[src/rtl/gpio_pkg.sv]
// Shared GPIO input definitions: default width, default debounce length and vector type.
package gpio_pkg;
  localparam int GPIO_WIDTH          = 9;
  localparam int GPIO_DB_CNT_DEFAULT = 4;

  typedef logic [GPIO_WIDTH-1:0] gpio_vec_t;
endpackage

[src/rtl/gpio_bit_debounce.sv]
// One GPIO bit: two-flop synchroniser, qualify counter and stable flop.
// flip_o pulses in the cycle whose edge flips the stable value.
module gpio_bit_debounce #(
  parameter int DB_CNT = 4,
  parameter int CNT_W  = 8
) (
  input  logic clk,
  input  logic reset,
  input  logic raw_i,
  output logic stable_o,
  output logic flip_o
);
  localparam logic [CNT_W-1:0] LAST = CNT_W'(DB_CNT - 1);

  logic             s1_q, s2_q, stable_q, stable_d;
  logic [CNT_W-1:0] cnt_q, cnt_d;

  // Any cycle where s2 matches stable restarts qualification.
  always_comb begin
    cnt_d    = '0;
    stable_d = stable_q;
    flip_o   = 1'b0;
    if (s2_q != stable_q) begin
      if (cnt_q == LAST) begin
        stable_d = s2_q;
        flip_o   = 1'b1;
      end else begin
        cnt_d = cnt_q + 1'b1;
      end
    end
  end

  always_ff @(posedge clk) begin
    if (reset) begin
      s1_q     <= 1'b0;
      s2_q     <= 1'b0;
      stable_q <= 1'b0;
      cnt_q    <= '0;
    end else begin
      s1_q     <= raw_i;
      s2_q     <= s1_q;
      stable_q <= stable_d;
      cnt_q    <= cnt_d;
    end
  end

  assign stable_o = stable_q;
endmodule

[src/rtl/gpio_in_conditioner.sv]
// GPIO input conditioner: per-bit sync + debounce, sticky change flags with
// set-wins clear. Define GPIO_IRQ_EN to add the masked gpio_irq output.
module gpio_in_conditioner
  import gpio_pkg::*;
#(
  parameter int WIDTH  = GPIO_WIDTH,
  parameter int DB_CNT = GPIO_DB_CNT_DEFAULT,
  parameter int CNT_W  = 8
) (
  input  logic             clk,
  input  logic             reset,
  input  logic [WIDTH-1:0] gpio_raw_in,
  output logic [WIDTH-1:0] gpio_port_out,
  output logic [WIDTH-1:0] change_flags,
  input  logic             flag_clr_we,
  input  logic [WIDTH-1:0] flag_clr_mask
`ifdef GPIO_IRQ_EN
  ,
  input  logic [WIDTH-1:0] irq_mask,
  output logic             gpio_irq
`endif
);
  logic [WIDTH-1:0] flip, flags_q, flags_d;

  for (genvar i = 0; i < WIDTH; i++) begin : g_bit
    gpio_bit_debounce #(.DB_CNT(DB_CNT), .CNT_W(CNT_W)) u_db (
      .clk      (clk),
      .reset    (reset),
      .raw_i    (gpio_raw_in[i]),
      .stable_o (gpio_port_out[i]),
      .flip_o   (flip[i])
    );
  end

  // Set is OR-ed after the clear so a flip coinciding with a clear is kept.
  always_comb begin
    flags_d = flags_q;
    if (flag_clr_we) flags_d = flags_d & ~flag_clr_mask;
    flags_d = flags_d | flip;
  end

  always_ff @(posedge clk) begin
    if (reset) flags_q <= '0;
    else       flags_q <= flags_d;
  end

  assign change_flags = flags_q;

`ifdef GPIO_IRQ_EN
  logic irq_q;

  // Computed from the next flag value so the IRQ lines up with the flag.
  always_ff @(posedge clk) begin
    if (reset) irq_q <= 1'b0;
    else       irq_q <= |(flags_d & irq_mask);
  end

  assign gpio_irq = irq_q;
`endif
endmodule

[config.mk]
export PLATFORM = sky130hd
export DESIGN_NAME = gpio_in_conditioner
export DESIGN_NICKNAME = d
export VERILOG_FILES = /design/src/rtl/gpio_pkg.sv /design/src/rtl/gpio_bit_debounce.sv /design/src/rtl/gpio_in_conditioner.sv
export SDC_FILE = /design/constraint.sdc
export NUM_CORES = 1
export LEC_CHECK = 0
export ABC_CLOCK_PERIOD_IN_PS = 2800
export CAP_MARGIN = 10
export CORE_ASPECT_RATIO = 1.2
export CORE_UTILIZATION = 50
export DETAILED_ROUTE_END_ITERATION = 8
export MAX_ROUTING_LAYER = met4
export PLACE_DENSITY = 0.77
export SYNTH_ARGS = -nofsm -noshare
export SYNTH_HDL_FRONTEND = slang
export SYNTH_SLANG_ARGS = --single-unit
export TNS_END_PERCENT = 5
[constraint.sdc]
create_clock -name clk -period 2.8 [get_ports clk]
set_input_delay 0.28 -clock clk [delete_from_list [all_inputs] [get_ports clk]]
set_output_delay 0.28 -clock clk [all_outputs]
set_load 0.03 [all_outputs]
==> results.md <==
* Status: completed
* Layout area overhead at 15.1%
* CP endpoint: g_bit[5].u_db.cnt_q[2]$_SDFF_PP0_
* Power per cell area at ~530 nW/µm²
* Layout fillers at 764
* Global-route wire length before repair at 13800 µm
* Diode count at 0
* # hold bufs at CTS at 0
* Synth Register Bits at around 110
* Final period util at approximately two thirds
* Crit Path Max Fanout at 7
* Leading cell type in the layout, fill and taps excluded: dfxtp_1
* Worst rel slew slack at between 60% and 70%
* Vias at between 3000 and 4000
* Syn avg cell area at between 9 and 10 µm²
* Total Wirelength at roughly 8000 µm
* CP max stage cell: or4b_4
* Mux contribution to synthesized area at 0%
* Post-DP HPWL at 5730 µm
* Worst hold slack at approximately 0.44 ns
* Worst-Skew Late Latency at ~0.36 ns
* WP data arrival at 2.12 ns
* CP required at 3.04 ns
* XOR/XNOR share of the synthesized area at under 10%
* Vias in the first global route at about 3300
* R2R Setup Slk at around 0.9 ns
* Reg2reg end: g_bit[5].u_db.cnt_q[2]$_SDFF_PP0_
* GPL Wtd Cong at around 0.83
* Iter 0 DRT Violations at about 110
* Post-Route Skew at approximately 0.0063 ns
* Number of antenna violations at the first check in global routing at 0
* Clock Tree Buf Depth at 2
* Rows at 37
* CP Depth at 4
* IO Port Bufs at 38
* Mapped Area at 4380 µm²
* Final setup TNS at 0 ns
* Unrepaired setup endpoints after global routing: no
* CTS tree: built
* Hold Path Class: flop to flop
* Max_cap viols at 0
* Leak Pwr at 1.71 nW
* CTS sink cnt at approximately 110
* Layout cell share with drive strength beyond 1 at 6.13%
* Async set or reset register ratio after synthesis at 0%
* CTS root buf: clkbuf_8
* Mapped Cells at roughly 480
* Antenna Nets Post-Route at 0
* Syn. warnings at 0
* Worst path buffer plus inverter count at 0
* Clock-pin slew on the worst setup and hold paths at 0.09 ns
* CTS Buf Count at 9
* # IOs at 39
* Cell Area, Placed at 4820 µm²
* Crit path largest cell delay at ~0.5 ns
* Multi-input gate area at roughly 2000 µm²
* Fin. max-slew vios at 0
* Post-synthesis simple-gate area fraction at between 20% and 30%
* Reg2Reg Depth at 4
* Yosys cell types at 33
* Postcts setup bufs at 0
* CP Class: flop to flop
* NumNets Final at about 550
* Post-route cell area at approximately 5000 µm²
* Post-CTS Resized at 0
* Core area at between 8000 and 9000 µm²
* Max H-tree Level at 3
* CP Capture Type: flop
* Die Ht at roughly 100 µm
* Vias per inst at between 5 and 6
* Die area at 9140 µm²
* TritonRoute pass-1 iters at 4
* Largest net degree at the start of global routing at 28
* Crit path from: g_bit[5].u_db.cnt_q[0]$_SDFF_PP0_
* DR WL/cell at around 13 µm
* GRT Residual Overflow at 0
* Final Hold Viols at 0
* Worst path cell trace: ha_1, or4b_4, o211ai_1, nor2_1
* Peak VDD IR at around 0.29 mV
* Number of synthesized flops with an enable pin at 0
* Commonest cells after routing, fill and taps aside: dfxtp_1 (108), nor2_1 (45), nand3_1 (44), clkdlybuf4s50_1 (38), a21oi_1 (36)
* Die W at slightly below 90 µm
* Synth Area in Compound Gates at between 10% and 20%
* Worst-margin pin slew at 0.516 ns
* GRT Util Overall at roughly a fifth
* Synthesized Nets at roughly 510
* Top cell family by delay on the critical path: simple AND/OR/NAND/NOR gates
* Setup violators final at 0
* Initial Utilization at 51.4%
* Sequential Area at 2160 µm²
* Utilization after layout at 59.2%
* Top FF cell, synth: dfxtp_1
* FMAX at approximately 530 MHz
* Sequential-to-total area share from yosys stat at between 40 and 50%
* Synth Area in Adders at under 10%
* Worst R2R Start: g_bit[5].u_db.cnt_q[0]$_SDFF_PP0_
* Drc violations at 0
* Main combinational cell family by area after synthesis: simple AND/OR/NAND/NOR gates
* Final min period at around 1.9 ns
* Critical Path Start Type: flop
flip-flops by register name, indices dropped and copies added (netlist names):
name / cells
change_flags: 9
g_bit.u_db.cnt_q: 72
g_bit.u_db.s1_q: 9
g_bit.u_db.s2_q: 9
g_bit.u_db.stable_o: 9
synth_stat cells, types with 4 or more instances:
cell type / instances / area [µm²]
dfxtp_1: 108 / 2160
nor2_1: 45 / 169
nand3_1: 44 / 220
a21oi_1: 36 / 180
or3_1: 35 / 219
o21ai_0: 34 / 170
nand2_1: 32 / 120
xor2_1: 26 / 228
inv_1: 18 / 67.6
nor2b_1: 18 / 113
nand4_1: 11 / 68.8
xnor2_1: 10 / 87.6
buf_4: 9 / 67.6
ha_1: 9 / 113
o31ai_1: 7 / 52.6
o211ai_1: 5 / 37.5
or3b_2: 4 / 35.0
how the worst min path moves through the flow:
stage	to	startpoint	cells after the start
6_report	g_bit[0].u_db.s2_q$_SDFF_PP0_	g_bit[0].u_db.s1_q$_SDFF_PP0_	1
3_3_place_gp	g_bit[0].u_db.s2_q$_SDFF_PP0_	g_bit[0].u_db.s1_q$_SDFF_PP0_	1
4_1_cts	g_bit[0].u_db.s2_q$_SDFF_PP0_	g_bit[0].u_db.s1_q$_SDFF_PP0_	1
2_1_floorplan	g_bit[0].u_db.s1_q$_SDFF_PP0_	gpio_raw_in[0]	1
3_5_place_dp	g_bit[0].u_db.s2_q$_SDFF_PP0_	g_bit[0].u_db.s1_q$_SDFF_PP0_	1
5_1_grt	g_bit[0].u_db.s2_q$_SDFF_PP0_	g_bit[0].u_db.s1_q$_SDFF_PP0_	1
metal layers:
metal | vias to the layer above | track usage (%) | wire length [µm]
met2 | 66 | 31.4 | 3930
met3 | 17 | 3.33 | 272
met1 | 1589 | 23.1 | 3720
li1 | 1753 | - | -
met5 | - | - | 0
met4 | 0 | 10.9 | 211
layout make-up:
class                   count  area share, %
clock buffers              10           2.73
clock inverters             6           1.71
well taps                 117           2.90
flip-flops and latches    108           42.9
inverters                  19           1.41
repair buffers             40           7.84
multi-input cells         339           40.5
power breakdown:
part | internal [mW] | leakage, nW | switching, mW
clock | 0.528 | 0.113 | 0.498
sequential | 1.55 | 0.874 | 0.00932
combinational | 0.0408 | 0.721 | 0.0394
stage by stage:
step	power [mW]	std cells	worst slack, ns
floorplan	1.63	483	1.15
global placement	1.67	623	0.798
detailed placement	1.68	623	0.747
CTS	2.70	639	0.909
global route	2.77	639	0.742
finish	2.67	639	0.918
kinds of logic (layout without fill, tap and decap cells):
kind of cell	after synthesis	after routing
flops	108	108
compound gates	86	86
xor+xnor	36	36
fa+ha+maj	9	9
buf+inv	36	75
simple gates	208	208
(Power assumes the default switching activity.)
